$ cat src/rtl/dpram_port_arbiter_if.sv
// -----------------------------------------------------------------------------
// dpram_port_arbiter_if
// Bundles the requester-side command/response signals and the RAM-side port
// signals of dpram_port_arbiter.
//   req/lock/we/addr/wdata : per-requester command, packed [i*W +: W]
//   ack/rvalid/rdata       : per-requester grant, read-valid strobe, shared data
//   ram_wren/ram_address/ram_data/ram_q : one port of the dual-port RAM
// Modports:
//   slave  : the arbiter's view
//   master : the environment's view (requesters plus the RAM returning ram_q)
// -----------------------------------------------------------------------------
interface dpram_port_arbiter_if #(
    parameter int unsigned NREQ = 4,
    parameter int unsigned ADRW = 8,
    parameter int unsigned DATW = 8
);
    logic [NREQ-1:0]      req;
    logic [NREQ-1:0]      lock;
    logic [NREQ-1:0]      we;
    logic [NREQ*ADRW-1:0] addr;
    logic [NREQ*DATW-1:0] wdata;
    logic [NREQ-1:0]      ack;
    logic [NREQ-1:0]      rvalid;
    logic [DATW-1:0]      rdata;
    logic                 ram_wren;
    logic [ADRW-1:0]      ram_address;
    logic [DATW-1:0]      ram_data;
    logic [DATW-1:0]      ram_q;

    modport slave (
        input  req, lock, we, addr, wdata, ram_q,
        output ack, rvalid, rdata, ram_wren, ram_address, ram_data
    );

    modport master (
        output req, lock, we, addr, wdata, ram_q,
        input  ack, rvalid, rdata, ram_wren, ram_address, ram_data
    );
endinterface

$ cat src/rtl/dpram_port_arbiter.sv
// -----------------------------------------------------------------------------
// dpram_port_arbiter
// Shares one port of a dual-port RAM between NREQ requesters. Round-robin
// arbitration with optional locked bursts (at most MAXBURST consecutive grants
// while others wait). The winning command is registered onto ram_*; read data
// comes back two cycles after acceptance with a per-requester rvalid strobe.
//
// Ports:
//   clock : single clock for arbiter and RAM
//   reset : asynchronous, active-high reset
//   bus   : dpram_port_arbiter_if.slave (requester commands, ack/rvalid/rdata,
//           RAM port ram_wren/ram_address/ram_data/ram_q)
//
// Optional feature macro: DPRAM_ARB_FIXED_PRIO_EN
//   defined   : requester 0 wins whenever it requests, preempting bursts; it does
//               not move the round-robin pointer, and 1..NREQ-1 rotate among
//               themselves.
//   undefined : requester 0 is an ordinary round-robin member.
// -----------------------------------------------------------------------------
module dpram_port_arbiter #(
    parameter int unsigned NREQ     = 4,
    parameter int unsigned ADRW     = 8,
    parameter int unsigned DATW     = 8,
    parameter int unsigned MAXBURST = 4
) (
    input logic                 clock,
    input logic                 reset,
    dpram_port_arbiter_if.slave bus
);
    localparam int unsigned IdxW = (NREQ > 1) ? $clog2(NREQ) : 1;
    localparam int unsigned CntW = 4;
    localparam logic [CntW-1:0] MaxCnt = CntW'(MAXBURST);
    localparam logic [IdxW-1:0] LastIdx = IdxW'(NREQ - 1);

    // rr_ptr_q is the first index examined by the next round-robin search
    logic [IdxW-1:0] rr_ptr_q, rr_ptr_d;
    logic [IdxW-1:0] owner_q, owner_d;
    logic            owner_vld_q, owner_vld_d;
    logic [CntW-1:0] burst_cnt_q, burst_cnt_d;
    logic            ram_wren_q, ram_wren_d;
    logic [ADRW-1:0] ram_address_q, ram_address_d;
    logic [DATW-1:0] ram_data_q, ram_data_d;
    logic            rd_vld1_q, rd_vld1_d;
    logic [IdxW-1:0] rd_id1_q, rd_id1_d;
    logic            rd_vld2_q, rd_vld2_d;
    logic [IdxW-1:0] rd_id2_q, rd_id2_d;

    logic            gnt_vld;
    logic [IdxW-1:0] gnt_idx;
    logic            hold_win;
    logic            burst_hold;
    logic            burst_expired;
    logic [NREQ-1:0] owner_onehot;
    logic [NREQ-1:0] rr_mask;
    logic [IdxW-1:0] cand;

    // Arbitration
    always_comb begin
        gnt_vld       = 1'b0;
        gnt_idx       = '0;
        hold_win      = 1'b0;
        cand          = '0;
        owner_onehot  = NREQ'(1) << owner_q;
        burst_hold    = owner_vld_q && bus.req[owner_q] && bus.lock[owner_q];
        burst_expired = (burst_cnt_q >= MaxCnt) && (|(bus.req & ~owner_onehot));
        rr_mask       = bus.req;
        // An expired burst owner sits out exactly one round
        if (burst_hold && burst_expired) begin
            rr_mask = rr_mask & ~owner_onehot;
        end
`ifdef DPRAM_ARB_FIXED_PRIO_EN
        rr_mask[0] = 1'b0;
`endif
        if (burst_hold && !burst_expired) begin
            gnt_vld  = 1'b1;
            gnt_idx  = owner_q;
            hold_win = 1'b1;
        end else begin
            for (int k = 0; k < int'(NREQ); k++) begin
                cand = IdxW'((int'(rr_ptr_q) + k) % int'(NREQ));
                if (!gnt_vld && rr_mask[cand]) begin
                    gnt_vld = 1'b1;
                    gnt_idx = cand;
                end
            end
        end
`ifdef DPRAM_ARB_FIXED_PRIO_EN
        if (bus.req[0]) begin
            gnt_vld  = 1'b1;
            gnt_idx  = '0;
            hold_win = owner_vld_q && (owner_q == '0) && bus.lock[0];
        end
`endif
    end

    // Next state
    always_comb begin
        rr_ptr_d      = rr_ptr_q;
        owner_d       = owner_q;
        owner_vld_d   = 1'b0;
        burst_cnt_d   = '0;
        ram_wren_d    = 1'b0;
        ram_address_d = ram_address_q;
        ram_data_d    = ram_data_q;
        rd_vld1_d     = 1'b0;
        rd_id1_d      = rd_id1_q;
        rd_vld2_d     = rd_vld1_q;
        rd_id2_d      = rd_id1_q;
        if (gnt_vld) begin
            owner_vld_d = 1'b1;
            owner_d     = gnt_idx;
            if (hold_win) begin
                burst_cnt_d = (burst_cnt_q >= MaxCnt) ? MaxCnt : burst_cnt_q + 1'b1;
            end else begin
                burst_cnt_d = CntW'(1);
            end
`ifdef DPRAM_ARB_FIXED_PRIO_EN
            if (gnt_idx != '0) begin
                rr_ptr_d = (gnt_idx == LastIdx) ? '0 : gnt_idx + 1'b1;
            end
`else
            rr_ptr_d = (gnt_idx == LastIdx) ? '0 : gnt_idx + 1'b1;
`endif
            ram_wren_d    = bus.we[gnt_idx];
            ram_address_d = bus.addr[int'(gnt_idx)*ADRW +: ADRW];
            ram_data_d    = bus.wdata[int'(gnt_idx)*DATW +: DATW];
            rd_vld1_d     = !bus.we[gnt_idx];
            rd_id1_d      = gnt_idx;
        end
    end

    always_ff @(posedge clock or posedge reset) begin
        if (reset) begin
            rr_ptr_q      <= '0;
            owner_q       <= '0;
            owner_vld_q   <= 1'b0;
            burst_cnt_q   <= '0;
            ram_wren_q    <= 1'b0;
            ram_address_q <= '0;
            ram_data_q    <= '0;
            rd_vld1_q     <= 1'b0;
            rd_id1_q      <= '0;
            rd_vld2_q     <= 1'b0;
            rd_id2_q      <= '0;
        end else begin
            rr_ptr_q      <= rr_ptr_d;
            owner_q       <= owner_d;
            owner_vld_q   <= owner_vld_d;
            burst_cnt_q   <= burst_cnt_d;
            ram_wren_q    <= ram_wren_d;
            ram_address_q <= ram_address_d;
            ram_data_q    <= ram_data_d;
            rd_vld1_q     <= rd_vld1_d;
            rd_id1_q      <= rd_id1_d;
            rd_vld2_q     <= rd_vld2_d;
            rd_id2_q      <= rd_id2_d;
        end
    end

    // ack is masked during reset so nothing appears accepted while flops are held
    assign bus.ack         = (gnt_vld && !reset) ? (NREQ'(1) << gnt_idx) : '0;
    assign bus.rvalid      = rd_vld2_q ? (NREQ'(1) << rd_id2_q) : '0;
    assign bus.rdata       = bus.ram_q;
    assign bus.ram_wren    = ram_wren_q;
    assign bus.ram_address = ram_address_q;
    assign bus.ram_data    = ram_data_q;
endmodule

$ cat src/flat_wrapper.sv
// flat-port wrapper written by rule: the top's interface ports become plain ports
module dpram_port_arbiter_flat 
#(
    parameter int unsigned NREQ     = 4,
    parameter int unsigned ADRW     = 8,
    parameter int unsigned DATW     = 8,
    parameter int unsigned MAXBURST = 4
)
  (clock, reset, bus_req, bus_lock, bus_we, bus_addr, bus_wdata, bus_ram_q, bus_ack, bus_rvalid, bus_rdata, bus_ram_wren, bus_ram_address, bus_ram_data);
  dpram_port_arbiter_if #(.NREQ(NREQ), .ADRW(ADRW), .DATW(DATW)) bus_i ();
  input logic clock;
  input logic reset;
  input wire logic [$bits(bus_i.req)-1:0] bus_req;
  input wire logic [$bits(bus_i.lock)-1:0] bus_lock;
  input wire logic [$bits(bus_i.we)-1:0] bus_we;
  input wire logic [$bits(bus_i.addr)-1:0] bus_addr;
  input wire logic [$bits(bus_i.wdata)-1:0] bus_wdata;
  input wire logic [$bits(bus_i.ram_q)-1:0] bus_ram_q;
  output wire logic [$bits(bus_i.ack)-1:0] bus_ack;
  output wire logic [$bits(bus_i.rvalid)-1:0] bus_rvalid;
  output wire logic [$bits(bus_i.rdata)-1:0] bus_rdata;
  output wire logic [$bits(bus_i.ram_wren)-1:0] bus_ram_wren;
  output wire logic [$bits(bus_i.ram_address)-1:0] bus_ram_address;
  output wire logic [$bits(bus_i.ram_data)-1:0] bus_ram_data;
  assign bus_i.req = bus_req;
  assign bus_i.lock = bus_lock;
  assign bus_i.we = bus_we;
  assign bus_i.addr = bus_addr;
  assign bus_i.wdata = bus_wdata;
  assign bus_i.ram_q = bus_ram_q;
  assign bus_ack = bus_i.ack;
  assign bus_rvalid = bus_i.rvalid;
  assign bus_rdata = bus_i.rdata;
  assign bus_ram_wren = bus_i.ram_wren;
  assign bus_ram_address = bus_i.ram_address;
  assign bus_ram_data = bus_i.ram_data;
  dpram_port_arbiter #(.NREQ(NREQ), .ADRW(ADRW), .DATW(DATW), .MAXBURST(MAXBURST)) u_core (.clock(clock), .reset(reset), .bus(bus_i));
endmodule
$ cat config.mk
export PLATFORM = sky130hd
export DESIGN_NAME = dpram_port_arbiter_flat
export DESIGN_NICKNAME = d
export VERILOG_FILES = /design/src/rtl/dpram_port_arbiter_if.sv /design/src/rtl/dpram_port_arbiter.sv /design/src/flat_wrapper.sv
export SDC_FILE = /design/constraint.sdc
export NUM_CORES = 1
export LEC_CHECK = 0
export BUFFER_PORTS_ARGS = -buffer_cell sky130_fd_sc_hd__buf_2
export CAP_MARGIN = 20
export CORE_MARGIN = 2
export CORE_UTILIZATION = 52
export CTS_BUF_LIST = sky130_fd_sc_hd__clkbuf_2 sky130_fd_sc_hd__clkbuf_4 sky130_fd_sc_hd__clkbuf_8
export CTS_CLUSTER_SIZE = 30
export DETAILED_ROUTE_END_ITERATION = 16
export PLACE_DENSITY = 0.95
export RECOVER_POWER = 50
export SLEW_MARGIN = 0
export SYNTH_ARGS = -nofsm -noshare
export SYNTH_HDL_FRONTEND = slang
export SYNTH_SLANG_ARGS = --single-unit
$ cat constraint.sdc
create_clock -name clock -period 6.9 [get_ports clock]
set_input_delay 1.035 -clock clock [delete_from_list [all_inputs] [get_ports clock]]
set_output_delay 1.035 -clock clock [all_outputs]
set_load 0.02 [all_outputs]
==> summary.md <==
| Metric | Value |
|---|---|
| Status | completed |
| Synthesized flop and latch total | 30 |
| Remaining DRCs | 0 |
| CTS Root Buffer Type | clkbuf_8 |
| Slowest stage delay, CP | 640 ps |
| Post-synth top cells | 30 x dfrtp_1, 27 x nand2_1, 25 x inv_1 |
| RR Endpoint | u_core.rr_ptr_q[1]$_DFFE_PP0P_ |
| Layout cells sized above 1 | 0.299 |
| Most frequent cell after synthesis | dfrtp_1 |
| Req. time, crit path | 5860 ps |
| Comb power frac | 0.597 |
| Vias in the first global route | 2152 |
| Netlist cell types | 45 |
| Core Rows | 24 |
| Slew HR | 0.0954 |
| Die span in x | 72.0 µm |
| EDFF count, synth | 0 |
| Syn Inst Count | 280 |
| CP Capture Type | output port |
| CTS tree | done |
| Stages on worst setup path | 10 |
| Number of vias per cell | ~5.7 |
| Yosys top cell area share | 0.313 |
| Pin count of the biggest net entering global routing | 32 |
| RSZ-0062 raised after global routing | no |
| Clk_lat worst skew | ~280 ps |
| P per Cell Area | ~400 nW/µm² |
| YS warnings | 0 |
| Final period utilization | 0.770 |
| Pint | 0.000626 W |
| Core footprint | 4410 µm² |
| Worst-path clk slew | 60 ps |
| Maximum clock path buffer count | 2 |
| Top FF cell, synth | dfrtp_1 |
| Hold-fix buffers, CTS | 0 |
| Setup TNS | 0 ps |
| All-layer global routing usage | 0.231 |
| Seq pwr share | 0.278 |
| Setup WS post-layout | around 1600 ps |
| DR iter-0 viols | 174 |
| Post-route ant nets | 0 |
| Clock power share | 0.125 |
| Finish-stage setup viols | 0 |
| Crit path max fanout | 31 |
| Routed via count | 2359 |
| Grt ovf | 0 |
| Mapped Area | ~2400 µm² |
| Max VDD drop | 0.244 mV |
| Post-CTS Setup Inserts | 0 |
| Post-Syn Area per Cell | 8.58 µm² |
| I/O Pins | roughly 120 |
| FMAX | 0.188 GHz |
| Slew at the pin closest to its max-slew limit | ~1400 ps |
| Met1 Use GR | 0.299 |
| CP Launch Type | primary input |
| IO Port Bufs | 102 |
| Antenna violations before repair | 0 |
| Psw | 0.000551 W |
| Async set-reset flop share out of synthesis | 1.00 |
| CP Class | primary input to output port |
| First-pass DRT Iterations | 4 |
| Register area share after synthesis | 0.313 |
| Sw Share | 0.468 |
| DP Wirelength | about 4.5 mm |
| Reg2reg start | u_core.owner_q[1]$_DFFE_PP0P_ |
| Minimum clock period | 5310 ps |
| Worst Path Arrival | 4270 ps |
| Most crowded layer after global routing | met2 |
| # resized after CTS | 0 |
| Crit path capture | bus_ack[3] |
| P&R area growth vs syn | 21.7% |
| Static leakage | 1.55 nW |
| CP startpoint | bus_req[2] |
| Buf+Inv Stages, Crit Path | 3 |
| Hold Vio Cnt, Final | 0 |
| Final core occ | 0.662 |
| Synth top area cells | dfrtp_1 31%, mux2i_1 7.9%, o211a_1 6.7% |
| Hold_sp | u_core.rd_vld1_q$_DFF_PP0_ |
| Die area | ~5200 µm² |
| GR Layer Usage met2 | 0.378 |
| First-pass GRT wire length | 9.52 mm |
| Crit path max-delay family | simple AND/OR/NAND/NOR gates |
| Clock sink count | 30 |
| Antenna cells | 0 |
| Hold crit path type | flop to flop |
| Max-cap violations | 0 |
| Crit-path slowest cell | nand2b_1 |
| Initial Util | 0.544 |
| Dpl ws | around 1700 ps |
| Post-synth net total | roughly 370 |
| WL final | 6.02 mm |
| Area leader, netlist | dfrtp_1 |
| Worst clock skew | 10.7 ps |
| Met3 Usage GRT | 0.0403 |
| Max Slew Vio Count | 0 |
| H-Tree Depth | 2 |
| Crit path cell chain | buf_2, or3_1, or3_1, a311oi_2, nand2b_1, o21ai_4, inv_1, ha_1, and2_1, buf_2 |
| GPL Wtd Cong | 0.851 |
| R2r setup slk | between 3000 and 4000 ps |
| R2R cell count | 7 |
| WL/cell | 14.5 µm |
| TritonCTS Buffers | 5 |
| Die H | between 70 and 80 µm |
| Final nets | 454 |
| Filler cell count | 350 |
==> layout by cell type (no fill, tap or decap), types with 2 or more instances in the layout <==
cell type   n
a21oi_1     5
and2_1      4
and3_1      3
buf_2      88
buf_4       2
clkbuf_1   15
clkbuf_8    6
dfrtp_1    30
ha_1        5
inv_1      25
mux2i_1    19
nand2_1    27
nand2b_1    3
nor2_1     24
nor3_1     16
nor3b_1     3
o211a_1    16
o211ai_1   21
o21a_1      2
o21ai_0     4
o31ai_1    16
or3_1       3
==> sequential cells by signal, summed over array words and instances (netlist names) <==
| name | count |
|---|---|
| u_core.burst_cnt_q | 4 |
| u_core.bus.ram_address | 8 |
| u_core.bus.ram_data | 8 |
| u_core.bus.ram_wren | 1 |
| u_core.owner_q | 2 |
| u_core.owner_vld_q | 1 |
| u_core.rd_id2_q | 2 |
| u_core.rd_vld1_q | 1 |
| u_core.rd_vld2_q | 1 |
| u_core.rr_ptr_q | 2 |
==> how the worst min path moves through the flow <==
stage	cells after the start	slack (ps)	to
6_report	0	360	u_core.rd_vld2_q$_DFF_PP0_
5_1_grt	0	380	u_core.rd_vld2_q$_DFF_PP0_
4_1_cts	0	360	u_core.rd_vld2_q$_DFF_PP0_
3_5_place_dp	0	350	u_core.rd_vld2_q$_DFF_PP0_
3_3_place_gp	0	330	u_core.rd_vld2_q$_DFF_PP0_
2_1_floorplan	0	330	u_core.rd_vld2_q$_DFF_PP0_
==> layout make-up <==
cell class              instances  area (µm²)  area share
flip-flops and latches         30         751       0.257
clock inverters                 1        5.00     0.00171
repair buffers                106         523       0.179
well taps                      52        65.1      0.0223
clock buffers                   7        90.1      0.0308
multi-input cells             194        1390       0.476
inverters                      26        97.6      0.0334
==> power groups by stage <==
stage | Sequential [W] | Combinational (W) | Clock [W]
after global routing | 0.000340 | 0.000773 | 0.000158
after CTS | 0.000326 | 0.000712 | 0.000151
after global placement | 0.000326 | 0.000691 | 0
after floorplan | 0.000368 | 0.000509 | 0
final | 0.000327 | 0.000703 | 0.000147
after detailed placement | 0.000328 | 0.000710 | 0
==> logic make-up (layout without fill, tap and decap cells) <==
family | count (synthesis) | after routing | share of synthesized area
AO/OA/AOI/OAI | 79 | 79 | 0.278
AND/OR/NAND/NOR | 88 | 88 | 0.178
other | 1 | 1 | 0.00156
multiplexers | 21 | 21 | 0.0933
adder cells (fa/ha/maj) | 5 | 5 | 0.0261
flip-flops | 30 | 30 | 0.313
buffers and inverters | 56 | 140 | 0.110
==> layer usage <==
layer	up-vias	part of all wire
met5	-	0
met4	0	0.021
met3	15	0.074
met2	122	0.49
met1	1065	0.41
li1	1157	-
==> per-stage QoR <==
stage	cells	hold slack, ps	power, W	area [µm²]
floorplan	280	331	0.000877	2400
global placement	406	333	0.00102	2830
detailed placement	406	346	0.00104	2830
CTS	414	360	0.00119	2920
global route	416	376	0.00127	2920
finish	416	357	0.00118	2920
Power figures use the tool's default switching activity.
